===== config.mk =====
export PLATFORM = sky130hd
export DESIGN_NAME = yuv_addr_gen
export DESIGN_NICKNAME = d
export VERILOG_FILES = /design/src/rtl/yuv_addr_gen.sv
export SDC_FILE = /design/constraint.sdc
export NUM_CORES = 1
export LEC_CHECK = 0
export CELL_PAD_IN_SITES_DETAIL_PLACEMENT = 1
export CELL_PAD_IN_SITES_GLOBAL_PLACEMENT = 1
export CORE_UTILIZATION = 43
export DETAILED_ROUTE_END_ITERATION = 10
export PLACE_DENSITY_LB_ADDON = 0.12
export SLEW_MARGIN = 25
export SYNTH_ARGS = -nofsm -noshare
export SYNTH_HDL_FRONTEND = slang
export SYNTH_SLANG_ARGS = --single-unit

===== constraint.sdc =====
create_clock -name clk -period 10.32 [get_ports clk]
set_input_delay 1.032 -clock clk [delete_from_list [all_inputs] [get_ports clk]]
set_output_delay 1.032 -clock clk [all_outputs]
set_load 0.01 [all_outputs]

===== src/rtl/yuv_addr_gen.sv =====
// yuv_addr_gen: pipelined pixel-to-frame-buffer address generator for planar YUV.
//
// A (row, col) coordinate goes in and comes out two cycles later with:
//   - Y, U and V word addresses
//   - the bit offset of the sample inside its memory word
// Chroma can be 4:2:0 or 4:2:2, chosen per beat at run time.
// Coordinates come either from the request handshake or from the built-in
// full-frame raster scanner.
//
// Optional feature macro: YUV_ADDR_BOUNDS_CHECK_EN
//   When defined, an out-of-range coordinate raises out_err and forces all
//   addresses and offsets of that beat to zero.
//   When undefined, out_err is tied low and the arithmetic wraps unchecked.
//
// state | meaning
// ------+-----------------------------------------------------------
// IDLE  | request port open; a start pulse with no accepted request enters SCAN
// SCAN  | request port closed; one raster coordinate is inserted per pipeline advance

module yuv_addr_gen #(
  parameter int IMG_W      = 320,
  parameter int IMG_H      = 240,
  parameter int WORD_BYTES = 8,
  parameter int ADDR_W     = 16,
  parameter int Y_BASE     = 0,
  parameter int U_BASE     = 9600,
  parameter int V_BASE     = 14400,
  localparam int PW        = $clog2(WORD_BYTES * 8)
) (
  input  logic              clk,
  input  logic              rst_n,
  input  logic              chroma_422,
  input  logic              req_valid,
  output logic              req_ready,
  input  logic [9:0]        req_row,
  input  logic [9:0]        req_col,
  input  logic              start,
  output logic              busy,
  output logic              out_valid,
  input  logic              out_ready,
  output logic [9:0]        out_row,
  output logic [9:0]        out_col,
  output logic [ADDR_W-1:0] y_addr,
  output logic [ADDR_W-1:0] u_addr,
  output logic [ADDR_W-1:0] v_addr,
  output logic [PW-1:0]     y_pos,
  output logic [PW-1:0]     c_pos,
  output logic              out_last,
  output logic              out_err,
  output logic              frame_done
);

  localparam int LOG_WB = $clog2(WORD_BYTES);
  localparam logic [9:0] LAST_ROW = 10'(IMG_H - 1);
  localparam logic [9:0] LAST_COL = 10'(IMG_W - 1);

  typedef enum logic [0:0] {
    IDLE = 1'b0,
    SCAN = 1'b1
  } state_t;

  state_t      state_q, state_d;
  logic [9:0]  scan_row_q, scan_row_d;
  logic [9:0]  scan_col_q, scan_col_d;

  // Both stages advance together; only a held output beat can block them.
  logic        en;

  logic        ins_valid;
  logic        ins_last;
  logic [9:0]  ins_row;
  logic [9:0]  ins_col;

  logic [9:0]  crow_c;
  logic [31:0] yi_c;
  logic [31:0] ci_c;

  logic        s1_valid;
  logic        s1_last;
  logic [9:0]  s1_row;
  logic [9:0]  s1_col;
  logic [31:0] s1_yi;
  logic [31:0] s1_ci;

`ifdef YUV_ADDR_BOUNDS_CHECK_EN
  logic        err_c;
  logic        s1_err;
`endif

  assign en         = !out_valid || out_ready;
  assign busy       = (state_q == SCAN);
  assign frame_done = out_valid && out_ready && out_last;

  // State and raster counters.
  always_ff @(posedge clk) begin
    if (!rst_n) begin
      state_q    <= IDLE;
      scan_row_q <= '0;
      scan_col_q <= '0;
    end else begin
      state_q    <= state_d;
      scan_row_q <= scan_row_d;
      scan_col_q <= scan_col_d;
    end
  end

  // Next state, request handshake and selection of the coordinate to insert.
  always_comb begin
    state_d    = state_q;
    scan_row_d = scan_row_q;
    scan_col_d = scan_col_q;
    req_ready  = 1'b0;
    ins_valid  = 1'b0;
    ins_last   = 1'b0;
    ins_row    = req_row;
    ins_col    = req_col;
    case (state_q)
      IDLE: begin
        req_ready = en;
        ins_valid = req_valid && en;
        // An accepted request in the same cycle wins; the start is dropped.
        if (start && !(req_valid && en)) begin
          state_d    = SCAN;
          scan_row_d = '0;
          scan_col_d = '0;
        end
      end
      SCAN: begin
        ins_row = scan_row_q;
        ins_col = scan_col_q;
        if (en) begin
          ins_valid = 1'b1;
          if (scan_col_q == LAST_COL) begin
            scan_col_d = '0;
            if (scan_row_q == LAST_ROW) begin
              ins_last   = 1'b1;
              scan_row_d = '0;
              state_d    = IDLE;
            end else begin
              scan_row_d = scan_row_q + 10'd1;
            end
          end else begin
            scan_col_d = scan_col_q + 10'd1;
          end
        end
      end
      default: state_d = IDLE;
    endcase
  end

  // Linear sample indices, computed at 32 bits so that nothing overflows
  // before the final truncation to ADDR_W.
  // In 4:2:0 a chroma row is shared by two luma rows; in 4:2:2 it is not.
  always_comb begin
    crow_c = chroma_422 ? ins_row : (ins_row >> 1);
    yi_c   = 32'(ins_row) * 32'(IMG_W) + 32'(ins_col);
    ci_c   = 32'(crow_c) * 32'(IMG_W / 2) + 32'(ins_col >> 1);
  end

`ifdef YUV_ADDR_BOUNDS_CHECK_EN
  assign err_c = (32'(ins_row) >= 32'(IMG_H)) || (32'(ins_col) >= 32'(IMG_W));
`endif

  // Stage 1: register the coordinate, its flags and the linear indices.
  always_ff @(posedge clk) begin
    if (!rst_n) begin
      s1_valid <= 1'b0;
      s1_last  <= 1'b0;
      s1_row   <= '0;
      s1_col   <= '0;
      s1_yi    <= '0;
      s1_ci    <= '0;
`ifdef YUV_ADDR_BOUNDS_CHECK_EN
      s1_err   <= 1'b0;
`endif
    end else if (en) begin
      s1_valid <= ins_valid;
      s1_last  <= ins_last;
      s1_row   <= ins_row;
      s1_col   <= ins_col;
      s1_yi    <= yi_c;
      s1_ci    <= ci_c;
`ifdef YUV_ADDR_BOUNDS_CHECK_EN
      s1_err   <= err_c;
`endif
    end
  end

  // Stage 2: split each index into a word address and a bit offset.
  // WORD_BYTES is a power of two, so the split is a shift plus the low bits.
  always_ff @(posedge clk) begin
    if (!rst_n) begin
      out_valid <= 1'b0;
      out_last  <= 1'b0;
      out_row   <= '0;
      out_col   <= '0;
      y_addr    <= '0;
      u_addr    <= '0;
      v_addr    <= '0;
      y_pos     <= '0;
      c_pos     <= '0;
    end else if (en) begin
      out_valid <= s1_valid;
      out_last  <= s1_last;
      out_row   <= s1_row;
      out_col   <= s1_col;
`ifdef YUV_ADDR_BOUNDS_CHECK_EN
      if (s1_err) begin
        y_addr <= '0;
        u_addr <= '0;
        v_addr <= '0;
        y_pos  <= '0;
        c_pos  <= '0;
      end else begin
`endif
        y_addr <= ADDR_W'(32'(Y_BASE) + (s1_yi >> LOG_WB));
        u_addr <= ADDR_W'(32'(U_BASE) + (s1_ci >> LOG_WB));
        v_addr <= ADDR_W'(32'(V_BASE) + (s1_ci >> LOG_WB));
        y_pos  <= {s1_yi[LOG_WB-1:0], 3'b000};
        c_pos  <= {s1_ci[LOG_WB-1:0], 3'b000};
`ifdef YUV_ADDR_BOUNDS_CHECK_EN
      end
`endif
    end
  end

`ifdef YUV_ADDR_BOUNDS_CHECK_EN
  // The error flag travels with its beat and honours the same stall as the data.
  always_ff @(posedge clk) begin
    if (!rst_n) begin
      out_err <= 1'b0;
    end else if (en) begin
      out_err <= s1_err;
    end
  end
`else
  assign out_err = 1'b0;
`endif

endmodule


After elaboration in Yosys (flattened, before gate mapping)
Index checks and enable logic that the tools add are counted.
{"block": "word_totals", "ff_bits": 157, "input_bits": 26, "output_inout_bits": 86, "elab_cells": 62}
{"block": "classes", "addsub": 6, "n_mul": 2, "n_eq_ne": 5, "n_mux": 21, "n_bitwise": 1, "n_reduce_logical": 9}
{"operator": "$mux W10", "n": 9}
{"operator": "$pmux W10 S2", "n": 2}
{"operator": "$add A14 B16 Y16 const A", "n": 2}
{"operator": "$mul A10 B3 Y13 const B", "n": 2}
{"operator": "$add A10 B1 Y10 const B", "n": 2}
{"operator": "$add A18 B9 Y19", "n": 1}
{"operator": "$add A19 B10 Y19", "n": 1}
{"operator": "$eq A10 B8 Y1 const B", "n": 1}
{"operator": "$eq A10 B9 Y1 const B", "n": 1}
{"operator": "$mux W1", "n": 8}
{"operator": "$logic_and A1 B1 Y1", "n": 4}
{"operator": "$ne A2 B1 Y1 const B", "n": 2}
{"operator": "$pmux W1 S2", "n": 2}
{"operator": "$reduce_and A3 Y1", "n": 1}
{"operator": "$logic_not A1 Y1", "n": 2}
{"operator": "$ne A2 B2 Y1 const B", "n": 1}
{"operator": "$reduce_and A2 Y1", "n": 1}
{"operator": "$logic_or A1 B1 Y1", "n": 1}
{"operator": "$not A1 Y1", "n": 1}

Depth between registers and ports, before layout
{"block": "depth", "word_depth": 7, "depth_mapped": 15, "ltp_nobuf": 13}

Worst setup path before layout
Ideal clock, no wire load.
{"block": "synth_timing", "path_type": "input port to flip-flop", "from": "input port req_row[1]", "to": "register s1_yi[17]", "arrival_ns": 3.995, "path_slack_ns": 6.263, "cell_stages": 11, "n_path_buf": 0, "cell_sequence": "mux2i_1 inv_1 ha_1 ha_1 fa_1 a21o_2 a221oi_1 xnor2_1 nand3_2 or4_1 nand3_1"}
{"block": "synth_via", "elab_chain_cells": 3}
{"element": "from (decl)", "line_no": "35", "rtl": "input logic [9:0] req_row,"}
{"element": "$mux W10", "line_no": "117", "rtl": "case (state_q)"}
{"element": "via ins_row[1]", "line_no": "71", "rtl": "logic [9:0] ins_row;"}
{"element": "$mul A10 B3 Y13", "line_no": "156", "rtl": "yi_c = 32'(ins_row) * 32'(IMG_W) + 32'(ins_col);"}
{"element": "$add A19 B10 Y19", "line_no": "156"}
{"element": "to (signal assigned)", "line_no": "181", "rtl": "s1_yi <= yi_c;"}
{"element": "to (decl)", "line_no": "82", "rtl": "logic [31:0] s1_yi;"}
The timed path passes the listed nets, and every way through them passes these cells.
A chain may end at the register's enable or synchronous reset.

Worst setup path after layout
{"block": "layout_timing", "from": "register state_q (netlist: busy)", "to": "register s1_yi[17]"}
{"block": "layout_via", "elab_chain_cells": 3}
{"element": "from (decl)", "line_no": "62", "rtl": "state_t state_q, state_d;"}
{"element": "from (signal assigned)", "line_no": "101", "rtl": "state_q <= state_d;"}
{"element": "$mux W10", "line_no": "117"}
{"element": "via ins_row[1]", "line_no": "71"}
{"element": "$mul A10 B3 Y13", "line_no": "156"}
{"element": "$add A19 B10 Y19", "line_no": "156"}
The timed path passes the listed nets, and every way through them passes these cells.

==> reports/metrics.csv <==
stage,metric,value,unit
sta,worst_pin_slew,991,ps
floorplan,core_area,15900,µm²
worst_hold_path,min_from,out_col[7]$_SDFFE_PN0N_,
place,place_hpwl,14.3,mm
power,p_sw,0.527,mW
floorplan,die_h,129,µm
yosys,synth-xor-area-share,6.01,%
drt,wl_per_cell,17.3,µm
layout,seqCellArea,2580,µm²
grt,grt_pass1_wl,31.5,mm
yosys,yosys.cell_count.top_type,nand2_1,
power,intPower,1.12,mW
yosys,synth_commonest_cells,"nand2_1 (140), dfxtp_1 (129), a21oi_1 (86), nor2_1 (71), ha_1 (45)",
yosys,synth_cell_types,69,
critical_path,crit_chain,"buf_4, mux2i_1, inv_1, ha_1, ha_1, fa_1, a21o_2, a221oi_1, xnor2_1, nand3_2, or4_1, nand3_1",
floorplan,initial_utilization,43.9,%
yosys,synth_ff_type,dfxtp_1,
clock_network,clkLatencyLatePin,430,ps
sta,slew_violations,0,
yosys,synth_top_area_share,37.0,%
critical_path,max_stage_delay,670,ps
layout,instances_no_fill,1134,
sta,period_needed,4660,ps
yosys,synthAdderAreaFrac,9.22,%
critical_path,endpoint_kind,register,
run,max-cap-violations,0,
outcome,status,"complete, no violations",
grt,grt_max_degree,106,
place,gp_routability_congestion,0.844,
power,vdd_drop_max,0.113,mV
critical_path,cp_data_arrival_time,5020,ps
grt,track_usage,24.6,%
place,numPortBuffers,104,
power,power.share.clock,35.8,%
sta,clock_skew,11.1,ps
yosys,synth-edff-count,0,
sta,fin_setup_tns,0,ps
clock_network,cts-root-buf,clkbuf_16,
clock_network,cts-resized-gates,0,
layout,nFillCells,1915,
critical_path,slowest_stage,dfxtp_1,
clock_network,holdBufCountCts,0,
yosys,synth.avg_cell_area,8.25,µm²
floorplan,ios,112,
sta,rsz0062_at_grt,no,
power,p_per_area,192,nW/µm²
critical_path,r2r_cells,12,
grt,grt_pass1_vias,6190,
grt,overflow,0,
power,power,1.65,mW
layout,n_antenna_cell,0,
layout,syn2layout_area_growth,22.8,%
clock_network,postCtsSetupRepairBufs,0,
clock_network,clockBufferDepth,2,
critical_path,worst_ep_required_time,10680,ps
worst_hold_path,hold_path.class,reg2reg,
power,power_frac_comb,27.5,%
clock_network,cts_tree,built,
critical_path,reg2reg_from,busy$_SDFF_PN0_,
yosys,synth_area_leaders,"dfxtp_1 (37%), ha_1 (8.1%), nand2_1 (7.5%)",
place,dpl_cell_area,7990,µm²
sta,fmax,215,MHz
clock_network,cts_made_buffers,17,
yosys,ys_async_sr_fraction,0,%
grt,grt_antenna_before_repair,0,
yosys,yosysSeqAreaShare,37.0,%
worst_hold_path,holdPathStages,2,
floorplan,rows,46,
yosys,synth_compound_area_share,17.4,%
yosys,synth_top_family_by_area,simple AND/OR/NAND/NOR gates,
clock_network,cts_sinks,129,
drt,drt-vias-per-instance,5.39,
critical_path,path_common_cell,ha_1,
layout,design_area,8570,µm²
critical_path,path_max_fanout,22,
clock_network,clk_pin_slew,60,ps
sta,finalCritPeriodShare,45.2,%
critical_path,worstSetupStartpointType,register,
yosys,synthMuxAreaShare,3.71,%
yosys,netlist_instances,845,
drt,drtAntennaViolNets,0,
power,p_seq_share,36.8,%
critical_path,r2r-end,s1_yi[17]$_SDFFE_PN0N_,
layout,multiInputGateArea,3950,µm²
place,place.detailed.instances,1103,
sta,hold_violations,0,
worst_hold_path,min_delay_worst_endpoint,out_col[7]$_SDFFE_PN0N_,
yosys,yosysTopAreaCell,dfxtp_1,
critical_path,reg2reg_slack,5660,ps
power,p_sw_share,31.9,%
yosys,ys_ff_latch,129,
yosys,yosys.area_share.simple,19.6,%
drt,routed_wl,19.6,mm
sta,worst_hold_slack,453,ps
critical_path,crit_type,reg2reg,
layout,nets,981,
floorplan,die_width,129,µm
layout,drive_above_1_share,6.64,%
power,p_leak,3.51,nW
yosys,synth_area,6980,µm²
floorplan,die_area,16700,µm²
drt,first_pass_iters,7,
drt,drc,0,
drt,drt-initial-drc-count,313,
sta,setup_viol,0,
drt,vias,6116,
clock_network,h-tree-depth,4,
sta,slew_headroom,34.0,%
yosys,ys_warn_count,0,
==> area by class of cell <==
class                   instances  share of cell area, %
well taps                     216                   3.16
multi-input cells             619                   46.1
clock buffers                  18                   5.13
repair buffers                109                   12.6
clock inverters                13                   1.59
flip-flops and latches        129                   30.1
inverters                      30                   1.31
==> power groups by stage <==
stage	clock network (mW)	registers, mW	logic, mW
floorplan	0	0.611	0.294
global placement	0	0.613	0.431
detailed placement	0	0.616	0.449
CTS	0.599	0.606	0.455
global route	0.618	0.613	0.501
finish	0.590	0.606	0.453
==> critical path, delay by kind of cell (launching register included) <==
family	cells	cell delay, ps
AO/OA/AOI/OAI	2	680
XOR/XNOR	1	280
adder cells (fa/ha/maj)	3	1040
buffers and inverters	2	560
flip-flops	1	670
multiplexers	1	580
AND/OR/NAND/NOR	3	780
==> logic make-up (layout without fill, tap and decap cells) <==
logic type / after synthesis / in the layout
xor gates and xnor gates: 47 / 47
DFF: 129 / 129
and+or+nand+nor: 301 / 301
adders and majority gates: 49 / 49
AOI/OAI and AO/OA: 191 / 191
other: 1 / 7
muxes: 24 / 24
buffers and inverters: 103 / 170
==> flip-flops by register name, summed over array words and instances, names as in the netlist <==
name	flops
out_row	10
out_col	10
busy	1
u_addr	14
scan_col_q	10
out_valid	1
out_last	1
s1_row	10
v_addr	10
s1_ci	14
s1_valid	1
s1_yi	13
scan_row_q	10
s1_last	1
s1_col	10
y_addr	13
==> through the flow <==
stage / worst slack (ps) / util (%)
global route: 5410 / 53.9
finish: 5660 / 53.9
CTS: 5640 / 53.9
floorplan: 6260 / -
detailed placement: 5420 / 50.3
global placement: 5500 / 50.3
==> metal layers <==
layer	vias to the layer above	wire length (µm)	global-route usage, %
li1	3022	-	-
met1	2957	9490	31.7
met2	115	9350	41.6
met3	22	499	3.96
met4	0	309	9.00
met5	-	0	0
==> how the worst max path moves through the flow <==
| stage | end | start | depth (start not counted) |
|---|---|---|---|
| floorplan | s1_yi[17]$_SDFFE_PN0N_ | req_row[1] | 11 |
| CTS | s1_yi[17]$_SDFFE_PN0N_ | busy$_SDFF_PN0_ | 12 |
| finish | s1_yi[17]$_SDFFE_PN0N_ | busy$_SDFF_PN0_ | 12 |
| global route | s1_ci[17]$_SDFFE_PN0N_ | busy$_SDFF_PN0_ | 14 |
| global placement | s1_yi[17]$_SDFFE_PN0N_ | req_row[1] | 12 |
| detailed placement | s1_yi[17]$_SDFFE_PN0N_ | req_row[1] | 12 |
==> cells in the final DEF (no fill, tap or decap), types with 16 or more instances in the layout <==
| master | netlist | final |
|---|---|---|
| xor2_1 | 30 | 30 |
| o21ai_0 | 24 | 24 |
| a21oi_1 | 86 | 86 |
| dfxtp_1 | 129 | 129 |
| nand4_1 | 16 | 16 |
| clkbuf_16 | 0 | 17 |
| nand2_1 | 140 | 140 |
| xnor2_1 | 16 | 16 |
| clkdlybuf4s50_1 | 0 | 104 |
| nor2_1 | 71 | 71 |
| mux2i_1 | 18 | 18 |
| inv_1 | 29 | 29 |
| a211oi_1 | 35 | 35 |
| ha_1 | 45 | 45 |
Note: power is estimated with default switching activity, not from simulation.
